`src/rtl/dcache_pkg.sv`:
```
`default_nettype none
// ============================================================================
//  Module      : dcache_pkg
//  Description : Shared constants, address-field slices, FSM state type and
//                a line-address helper for the data-cache controller.
//  Revision    : 1.0 - initial release
// ============================================================================
package dcache_pkg;

   // Geometry
   localparam int ADDR_W      = 32;
   localparam int IDX_W       = 4;
   localparam int OFS_W       = 5;
   localparam int LINE_W      = 256;
   localparam int TAG_ENTRY_W = 25;
   localparam int WORD_W      = 32;
   localparam int WORDS       = LINE_W / WORD_W;
   localparam int WSEL_W      = 3;
   localparam int TAG_W       = ADDR_W - IDX_W - OFS_W;

   // Tag-entry bit positions
   localparam int VALID_BIT = 24;
   localparam int DIRTY_BIT = 23;
   localparam int TAG_MSB   = 22;

   // CPU byte-address field slices
   localparam int ADDR_TAG_MSB  = 31;
   localparam int ADDR_TAG_LSB  = 9;
   localparam int ADDR_IDX_MSB  = 8;
   localparam int ADDR_IDX_LSB  = 5;
   localparam int ADDR_WORD_MSB = 4;
   localparam int ADDR_WORD_LSB = 2;

   typedef enum logic [2:0] {
      ST_IDLE        = 3'd0,
      ST_MISS        = 3'd1,
      ST_WRITEBACK   = 3'd2,
      ST_REFILL      = 3'd3,
      ST_REFILL_DONE = 3'd4
   } state_t;

   // Line-aligned memory address from a tag and a set index
   function automatic logic [ADDR_W-1:0] line_addr(input logic [TAG_W-1:0] tag,
                                                   input logic [IDX_W-1:0] idx);
      return {tag, idx, {OFS_W{1'b0}}};
   endfunction

endpackage
`default_nettype wire

```
`src/rtl/dcache_if.sv`:
```
`default_nettype none
// ============================================================================
//  Module      : dcache_if
//  Description : CPU, SRAM-array and memory-port signals of the data-cache
//                controller. master = controller side, slave = environment.
//  Revision    : 1.0 - initial release
// ============================================================================
interface dcache_if;
   import dcache_pkg::*;

   // CPU load/store port
   logic                   cpu_req_i;
   logic                   cpu_we_i;
   logic [ADDR_W-1:0]      cpu_addr_i;
   logic [WORD_W-1:0]      cpu_data_i;
   logic [WORD_W-1:0]      cpu_data_o;
   logic                   cpu_stall_o;

   // Cache SRAM array
   logic                   sram_enable_o;
   logic                   sram_write_o;
   logic [IDX_W-1:0]       sram_addr_o;
   logic [TAG_ENTRY_W-1:0] sram_tag_o;
   logic [LINE_W-1:0]      sram_data_o;
   logic [TAG_ENTRY_W-1:0] sram_tag_i;
   logic [LINE_W-1:0]      sram_data_i;
   logic                   sram_hit_i;

   // Off-chip data memory
   logic                   mem_enable_o;
   logic                   mem_write_o;
   logic [ADDR_W-1:0]      mem_addr_o;
   logic [LINE_W-1:0]      mem_data_o;
   logic [LINE_W-1:0]      mem_data_i;
   logic                   mem_ack_i;

   modport master (
      input  cpu_req_i, cpu_we_i, cpu_addr_i, cpu_data_i,
      output cpu_data_o, cpu_stall_o,
      output sram_enable_o, sram_write_o, sram_addr_o, sram_tag_o, sram_data_o,
      input  sram_tag_i, sram_data_i, sram_hit_i,
      output mem_enable_o, mem_write_o, mem_addr_o, mem_data_o,
      input  mem_data_i, mem_ack_i
   );

   modport slave (
      output cpu_req_i, cpu_we_i, cpu_addr_i, cpu_data_i,
      input  cpu_data_o, cpu_stall_o,
      input  sram_enable_o, sram_write_o, sram_addr_o, sram_tag_o, sram_data_o,
      output sram_tag_i, sram_data_i, sram_hit_i,
      input  mem_enable_o, mem_write_o, mem_addr_o, mem_data_o,
      output mem_data_i, mem_ack_i
   );

endinterface
`default_nettype wire

```
`src/rtl/dcache_word_merge.sv`:
```
`default_nettype none
// ============================================================================
//  Module      : dcache_word_merge
//  Description : Combinational 32-bit word select (loads) and word replace
//                (stores) within a 256-bit cache line.
//  Revision    : 1.0 - initial release
// ============================================================================
module dcache_word_merge
   import dcache_pkg::*;
(
   input  wire logic [LINE_W-1:0] line_i,
   input  wire logic [WSEL_W-1:0] sel_i,
   input  wire logic [WORD_W-1:0] wdata_i,
   output logic      [WORD_W-1:0] rdata_o,
   output logic      [LINE_W-1:0] line_o
);

   // Selected word for load data
   assign rdata_o = line_i[int'(sel_i)*WORD_W +: WORD_W];

   // Line with the selected word replaced by the store data
   for (genvar gi = 0; gi < WORDS; gi++) begin : g_word
      assign line_o[gi*WORD_W +: WORD_W] =
         (sel_i == WSEL_W'(gi)) ? wdata_i : line_i[gi*WORD_W +: WORD_W];
   end

endmodule
`default_nettype wire

```
`src/rtl/dcache_controller.sv`:
```
`default_nettype none
// ============================================================================
//  Module      : dcache_controller
//  Description : Sequencer for a 2-way set-associative data-cache SRAM.
//                Serves hits in zero stall cycles and runs the miss flow:
//                dirty-victim write-back, line refill, then re-issue.
//  Revision    : 1.0 - initial release
// ============================================================================
module dcache_controller
   import dcache_pkg::*;
(
   input  wire logic clk_i,
   input  wire logic rst_i,
   dcache_if.master  bus
);

   state_t                 r_state;
   state_t                 w_next;
   logic [ADDR_W-1:0]      r_addr;
   logic [TAG_ENTRY_W-1:0] r_victim_tag;
   logic [LINE_W-1:0]      r_victim_line;
   logic [LINE_W-1:0]      r_refill_line;

   logic [ADDR_W-1:0]      w_addr;
   logic [TAG_W-1:0]       w_tag;
   logic [IDX_W-1:0]       w_idx;
   logic [WSEL_W-1:0]      w_word;
   logic [WORD_W-1:0]      w_rd_word;
   logic [LINE_W-1:0]      w_merged;
   logic                   w_victim_dirty;

   // CPU inputs are only looked at in IDLE; a miss works on the latched address
   assign w_addr = (r_state == ST_IDLE) ? bus.cpu_addr_i : r_addr;
   assign w_tag  = w_addr[ADDR_TAG_MSB:ADDR_TAG_LSB];
   assign w_idx  = w_addr[ADDR_IDX_MSB:ADDR_IDX_LSB];
   assign w_word = w_addr[ADDR_WORD_MSB:ADDR_WORD_LSB];

   assign bus.sram_addr_o = w_idx;
   assign w_victim_dirty  = bus.sram_tag_i[VALID_BIT] & bus.sram_tag_i[DIRTY_BIT];

   dcache_word_merge u_merge (
      .line_i  (bus.sram_data_i),
      .sel_i   (w_word),
      .wdata_i (bus.cpu_data_i),
      .rdata_o (w_rd_word),
      .line_o  (w_merged)
   );

   // State register
   always_ff @(posedge clk_i) begin
      if (rst_i) r_state <= ST_IDLE;
      else       r_state <= w_next;
   end

   // Miss-flow captures: request address, LRU victim, refill line
   always_ff @(posedge clk_i) begin
      if (rst_i) begin
         r_addr        <= '0;
         r_victim_tag  <= '0;
         r_victim_line <= '0;
         r_refill_line <= '0;
      end else begin
         if (r_state == ST_IDLE && bus.cpu_req_i && !bus.sram_hit_i)
            r_addr <= bus.cpu_addr_i;
         if (r_state == ST_MISS) begin
            r_victim_tag  <= bus.sram_tag_i;
            r_victim_line <= bus.sram_data_i;
         end
         if (r_state == ST_REFILL && bus.mem_ack_i)
            r_refill_line <= bus.mem_data_i;
      end
   end

   // Next state and all controller outputs
   always_comb begin
      w_next            = r_state;
      bus.cpu_stall_o   = 1'b0;
      bus.cpu_data_o    = '0;
      bus.sram_enable_o = 1'b0;
      bus.sram_write_o  = 1'b0;
      bus.sram_tag_o    = {1'b1, 1'b0, w_tag};
      bus.sram_data_o   = '0;
      bus.mem_enable_o  = 1'b0;
      bus.mem_write_o   = 1'b0;
      bus.mem_addr_o    = '0;
      bus.mem_data_o    = '0;
      case (r_state)
         ST_IDLE: begin
            if (bus.cpu_req_i) begin
               bus.sram_enable_o = 1'b1;
               bus.sram_tag_o    = {1'b1, bus.cpu_we_i, w_tag};
               if (bus.sram_hit_i) begin
                  if (bus.cpu_we_i) begin
                     bus.sram_write_o = 1'b1;
                     bus.sram_data_o  = w_merged;
                  end else begin
                     bus.cpu_data_o = w_rd_word;
                  end
               end else begin
                  bus.cpu_stall_o = 1'b1;
                  w_next          = ST_MISS;
               end
            end
         end
         ST_MISS: begin
            // SRAM presents the LRU victim of the latched set this cycle
            bus.cpu_stall_o   = 1'b1;
            bus.sram_enable_o = 1'b1;
            w_next            = w_victim_dirty ? ST_WRITEBACK : ST_REFILL;
         end
         ST_WRITEBACK: begin
            bus.cpu_stall_o  = 1'b1;
            bus.mem_enable_o = 1'b1;
            bus.mem_write_o  = 1'b1;
            bus.mem_addr_o   = line_addr(r_victim_tag[TAG_MSB:0], w_idx);
            bus.mem_data_o   = r_victim_line;
            if (bus.mem_ack_i) w_next = ST_REFILL;
         end
         ST_REFILL: begin
            bus.cpu_stall_o  = 1'b1;
            bus.mem_enable_o = 1'b1;
            bus.mem_addr_o   = line_addr(w_tag, w_idx);
            if (bus.mem_ack_i) w_next = ST_REFILL_DONE;
         end
         ST_REFILL_DONE: begin
            // Install the clean line; the request replays as a hit in IDLE
            bus.cpu_stall_o   = 1'b1;
            bus.sram_enable_o = 1'b1;
            bus.sram_write_o  = 1'b1;
            bus.sram_data_o   = r_refill_line;
            bus.sram_tag_o    = {1'b1, 1'b0, w_tag};
            w_next            = ST_IDLE;
         end
         default: w_next = ST_IDLE;
      endcase
   end

endmodule
`default_nettype wire

```
`src/flat_wrapper.sv`:
```
// flat-port wrapper written by rule: the top's interface ports become plain ports
module dcache_controller_flat import dcache_pkg::*;
  (clk_i, rst_i, bus_cpu_req_i, bus_cpu_we_i, bus_cpu_addr_i, bus_cpu_data_i, bus_cpu_data_o, bus_cpu_stall_o, bus_sram_enable_o, bus_sram_write_o, bus_sram_addr_o, bus_sram_tag_o, bus_sram_data_o, bus_sram_tag_i, bus_sram_data_i, bus_sram_hit_i, bus_mem_enable_o, bus_mem_write_o, bus_mem_addr_o, bus_mem_data_o, bus_mem_data_i, bus_mem_ack_i);
  dcache_if bus_i ();
  input  wire logic clk_i;
  input  wire logic rst_i;
  input wire logic [$bits(bus_i.cpu_req_i)-1:0] bus_cpu_req_i;
  input wire logic [$bits(bus_i.cpu_we_i)-1:0] bus_cpu_we_i;
  input wire logic [$bits(bus_i.cpu_addr_i)-1:0] bus_cpu_addr_i;
  input wire logic [$bits(bus_i.cpu_data_i)-1:0] bus_cpu_data_i;
  output wire logic [$bits(bus_i.cpu_data_o)-1:0] bus_cpu_data_o;
  output wire logic [$bits(bus_i.cpu_stall_o)-1:0] bus_cpu_stall_o;
  output wire logic [$bits(bus_i.sram_enable_o)-1:0] bus_sram_enable_o;
  output wire logic [$bits(bus_i.sram_write_o)-1:0] bus_sram_write_o;
  output wire logic [$bits(bus_i.sram_addr_o)-1:0] bus_sram_addr_o;
  output wire logic [$bits(bus_i.sram_tag_o)-1:0] bus_sram_tag_o;
  output wire logic [$bits(bus_i.sram_data_o)-1:0] bus_sram_data_o;
  input wire logic [$bits(bus_i.sram_tag_i)-1:0] bus_sram_tag_i;
  input wire logic [$bits(bus_i.sram_data_i)-1:0] bus_sram_data_i;
  input wire logic [$bits(bus_i.sram_hit_i)-1:0] bus_sram_hit_i;
  output wire logic [$bits(bus_i.mem_enable_o)-1:0] bus_mem_enable_o;
  output wire logic [$bits(bus_i.mem_write_o)-1:0] bus_mem_write_o;
  output wire logic [$bits(bus_i.mem_addr_o)-1:0] bus_mem_addr_o;
  output wire logic [$bits(bus_i.mem_data_o)-1:0] bus_mem_data_o;
  input wire logic [$bits(bus_i.mem_data_i)-1:0] bus_mem_data_i;
  input wire logic [$bits(bus_i.mem_ack_i)-1:0] bus_mem_ack_i;
  assign bus_i.cpu_req_i = bus_cpu_req_i;
  assign bus_i.cpu_we_i = bus_cpu_we_i;
  assign bus_i.cpu_addr_i = bus_cpu_addr_i;
  assign bus_i.cpu_data_i = bus_cpu_data_i;
  assign bus_cpu_data_o = bus_i.cpu_data_o;
  assign bus_cpu_stall_o = bus_i.cpu_stall_o;
  assign bus_sram_enable_o = bus_i.sram_enable_o;
  assign bus_sram_write_o = bus_i.sram_write_o;
  assign bus_sram_addr_o = bus_i.sram_addr_o;
  assign bus_sram_tag_o = bus_i.sram_tag_o;
  assign bus_sram_data_o = bus_i.sram_data_o;
  assign bus_i.sram_tag_i = bus_sram_tag_i;
  assign bus_i.sram_data_i = bus_sram_data_i;
  assign bus_i.sram_hit_i = bus_sram_hit_i;
  assign bus_mem_enable_o = bus_i.mem_enable_o;
  assign bus_mem_write_o = bus_i.mem_write_o;
  assign bus_mem_addr_o = bus_i.mem_addr_o;
  assign bus_mem_data_o = bus_i.mem_data_o;
  assign bus_i.mem_data_i = bus_mem_data_i;
  assign bus_i.mem_ack_i = bus_mem_ack_i;
  dcache_controller u_core (.clk_i(clk_i), .rst_i(rst_i), .bus(bus_i));
endmodule
```
`config.mk`:
```
export PLATFORM = sky130hd
export DESIGN_NAME = dcache_controller_flat
export DESIGN_NICKNAME = d
export VERILOG_FILES = /design/src/rtl/dcache_pkg.sv /design/src/rtl/dcache_if.sv /design/src/rtl/dcache_word_merge.sv /design/src/rtl/dcache_controller.sv /design/src/flat_wrapper.sv
export SDC_FILE = /design/constraint.sdc
export NUM_CORES = 2
export LEC_CHECK = 0
export ABC_CLOCK_PERIOD_IN_PS = 5400
export BUFFER_PORTS_ARGS = -buffer_cell sky130_fd_sc_hd__buf_2
export CAP_MARGIN = 20
export CELL_PAD_IN_SITES_DETAIL_PLACEMENT = 1
export CELL_PAD_IN_SITES_GLOBAL_PLACEMENT = 2
export CORE_AREA = 2 2 468 470
export DETAILED_ROUTE_END_ITERATION = 16
export DIE_AREA = 0 0 470 472
export PLACE_DENSITY_LB_ADDON = 0.1
export SKIP_LAST_GASP = 1
export SLEW_MARGIN = 40
export SYNTH_ARGS = -nofsm -noshare
export SYNTH_HDL_FRONTEND = slang
export SYNTH_SLANG_ARGS = --single-unit
export TNS_END_PERCENT = 50
```
`constraint.sdc`:
```
create_clock -name clk_i -period 5.4 [get_ports clk_i]
set_clock_uncertainty 0.1 [all_clocks]
set_input_delay 0.81 -clock clk_i [delete_from_list [all_inputs] [get_ports clk_i]]
set_output_delay 0.81 -clock clk_i [all_outputs]
set_load 0.05 [all_outputs]
```
==> flow_summary.yaml <==
outcome:
  status: "finished, final reports clean"
placed_design:
  dp.cells: 7824
  io_buffers: 1208
  hpwl_um: 233400
  postPlaceCellArea_mm2: 0.03968
  gp_congestion: 0.8205
final_layout:
  nets: 5673
  final.fill_count: 26000
  syn_to_final_growth_pct: 43.44
  final_cells: 8018
  drive_above_1_share: 0.3133
  ff_latch_area_mm2: 0.01137
  fin_area_mm2: 0.04279
  multi_input_area_mm2: 0.01677
cts:
  clock-root-buffer: "clkbuf_16"
  post_cts.repair.setup_buffers: 3
  cts_hold_buf: 0
  cts_made_buffers: 88
  path_clk_slew_ps: 60
  cts_tree: "built"
  insertion_delay_ps: 750
  numClockSinks: 568
  cts.path.max_buffers: 3
  ctsHtreeMaxLevel: 3
  cts_resized: 0
sta:
  finalSetupTns_ps: 0
  finalCriticalPeriod_ps: 5256
  hold_viol_final: 0
  timing.final.crit_share: 0.9733
  worst_pin_slew_ps: 896.0
  timing.fmax_mhz: 190.3
  whs_ps: 188.9
  slew_headroom: 0.4027
  setup_violations: 0
  slew_viol_final: 0
logic_synthesis:
  yosysSeqAreaShare: 0.3812
  syn_area_mm2: 0.02983
  async_flop_share: 0
  yosysWarnings: 0
  synth_area_leader_cell: "dfxtp_1"
  syn_area_per_cell_um2: 7.406
  ys_ff_latch: 568
  synth_cell_type_count: 39
  netlist.area_leader.share: 0.3812
  synth_edf_count: 0
  ys.flop_type: "dfxtp_1"
  ys_top_cells_by_area: "dfxtp_1 38%, nand2_1 18%, o211ai_1 12%"
  postSynthCellCount: 4028
  synth.top_cells.by_count: "1,456 x nand2_1, 568 x a21oi_1, 568 x dfxtp_1"
  synth_most_common_cell: "nand2_1"
floorplanning:
  die_width_um: 470
  initial_utilization: 0.1378
  die_h_um: 472
  dieArea_mm2: 0.2218
  row_count: 171
  core_mm2: 0.2165
  io_pins: 1217
grt:
  met1_usage: 0.3125
  grt-busiest-layer: "met2"
  met3_usage: 0.07022
  grt_max_degree: 128
  grt_pass1_wl_um: 386800
  met2_usage: 0.4556
  grt_pass1_vias: 35710
  gr-total-overflow: 0
  grt_antenna_before_repair: 162
  gr-usage-all-layers: 0.2641
min_path:
  hp-class: "input pin to flip-flop"
route:
  vias: 35770
  route.detailed.drc: 0
  detail_route.vias_per_cell: 4.461
  ant_nets: 0
  drt-initial-drc-count: 2071
  drt-total-wl_um: 304200
  wl_per_cell_um: 37.94
  first_pass_iters: 5
job:
  cap_violations: 0
worst_setup_path:
  crit_type: "flip-flop to output port"
  crit_path_end_kind: "output port"
  startpoint_type: "flip-flop"
  worstPathRequired_ps: 4490
  crit_path_max_fanout: 22
  worstPathArrival_ps: 4350
power_and_ir_drop:
  p_total_w: 0.01390
  vdd_drop_max_uv: 223.6
  cellLeakagePower_nw: 16.83
  powerDensity_mw_per_mm2: 324.9
## final timing paths
check                                         startpoint                        end  slack [ps]  cells past startpoint
worst max-delay path                   u_core.r_state[2]        bus_sram_data_o[22]         140                      7
worst min-delay path                 bus_mem_data_i[134]  u_core.r_refill_line[134]         190                      3
worst min register to register  u_core.r_victim_line[73]   u_core.r_victim_line[73]         350                      2
worst max register to register         u_core.r_state[0]  u_core.r_refill_line[201]        2200                      6
## layer usage
metal,routed length (um),vias up
met1,123500,17920
met5,538,-
met2,147900,1422
met4,11220,88
li1,-,15920
met3,21000,419
## through the flow
| step | utilization | worst slack, ps |
|---|---|---|
| after floorplan | - | 1828 |
| after global placement | 0.1827 | 439.3 |
| after detailed placement | 0.1833 | 721.9 |
| after CTS | 0.1969 | 23.96 |
| after global routing | 0.1973 | -8.744 |
| final | 0.1976 | 144.3 |
## registers in the layout (all words and copies together), names as in the netlist
| name | flops |
|---|---|
| u_core.r_refill_line | 256 |
| u_core.r_victim_tag | 23 |
| u_core.r_victim_line | 256 |
| u_core.r_addr | 30 |
| u_core.r_state | 3 |
## critical path, stage by stage, from the launching register on
cell and delay [ps]:
dfxtp_1 460, nor3_4 610, and4_4 620, buf_4 270, nand2_1 490, buf_4 450, o211ai_1 240, buf_2 340
## cell families after synthesis
logic type,synth area share
buf+inv,0.06170
flops,0.3812
compound gates,0.2425
other cells,0.0002518
simple gates,0.2491
mux,0.06526
## final cells by class
cell class / instances / share of cell area
flip-flops and latches: 568 / 0.2658
multi-input cells: 3056 / 0.3920
clock buffers: 130 / 0.06079
clock inverters: 23 / 0.007485
inverters: 3 / 0.0002632
diodes: 35 / 0.002047
well taps: 2854 / 0.08345
repair buffers: 1349 / 0.1882
## where the power goes
| group | total, W | internal (W) | switching [W] |
|---|---|---|---|
| registers | 0.00448 | 0.00438 | 0.0000939 |
| clock network | 0.00610 | 0.00352 | 0.00258 |
| logic | 0.00332 | 0.000791 | 0.00253 |
## placed cells by master (no fill, tap or decap), types with 2 or more instances in the layout
master / count
nand2_1: 1453
nor2_4: 2
o211ai_1: 470
and3_1: 2
buf_12: 62
diode_2: 35
nor2_1: 28
buf_16: 4
clkinv_8: 3
o211ai_2: 43
buf_2: 1174
mux2i_4: 5
mux2i_1: 86
or2_1: 2
dfxtp_1: 567
clkinv_16: 2
a21oi_1: 568
inv_1: 3
and2_1: 261
nand2_2: 3
nand2b_1: 7
clkbuf_16: 89
nor2b_1: 5
buf_4: 108
o221ai_1: 31
nand4_1: 2
mux2_2: 27
clkbuf_1: 19
conb_1: 6
or2_2: 3
bufinv_16: 4
nor3_1: 2
mux4_2: 32
clkbuf_8: 22
clkinv_2: 11
Note: power is estimated with default switching activity, not from simulation.
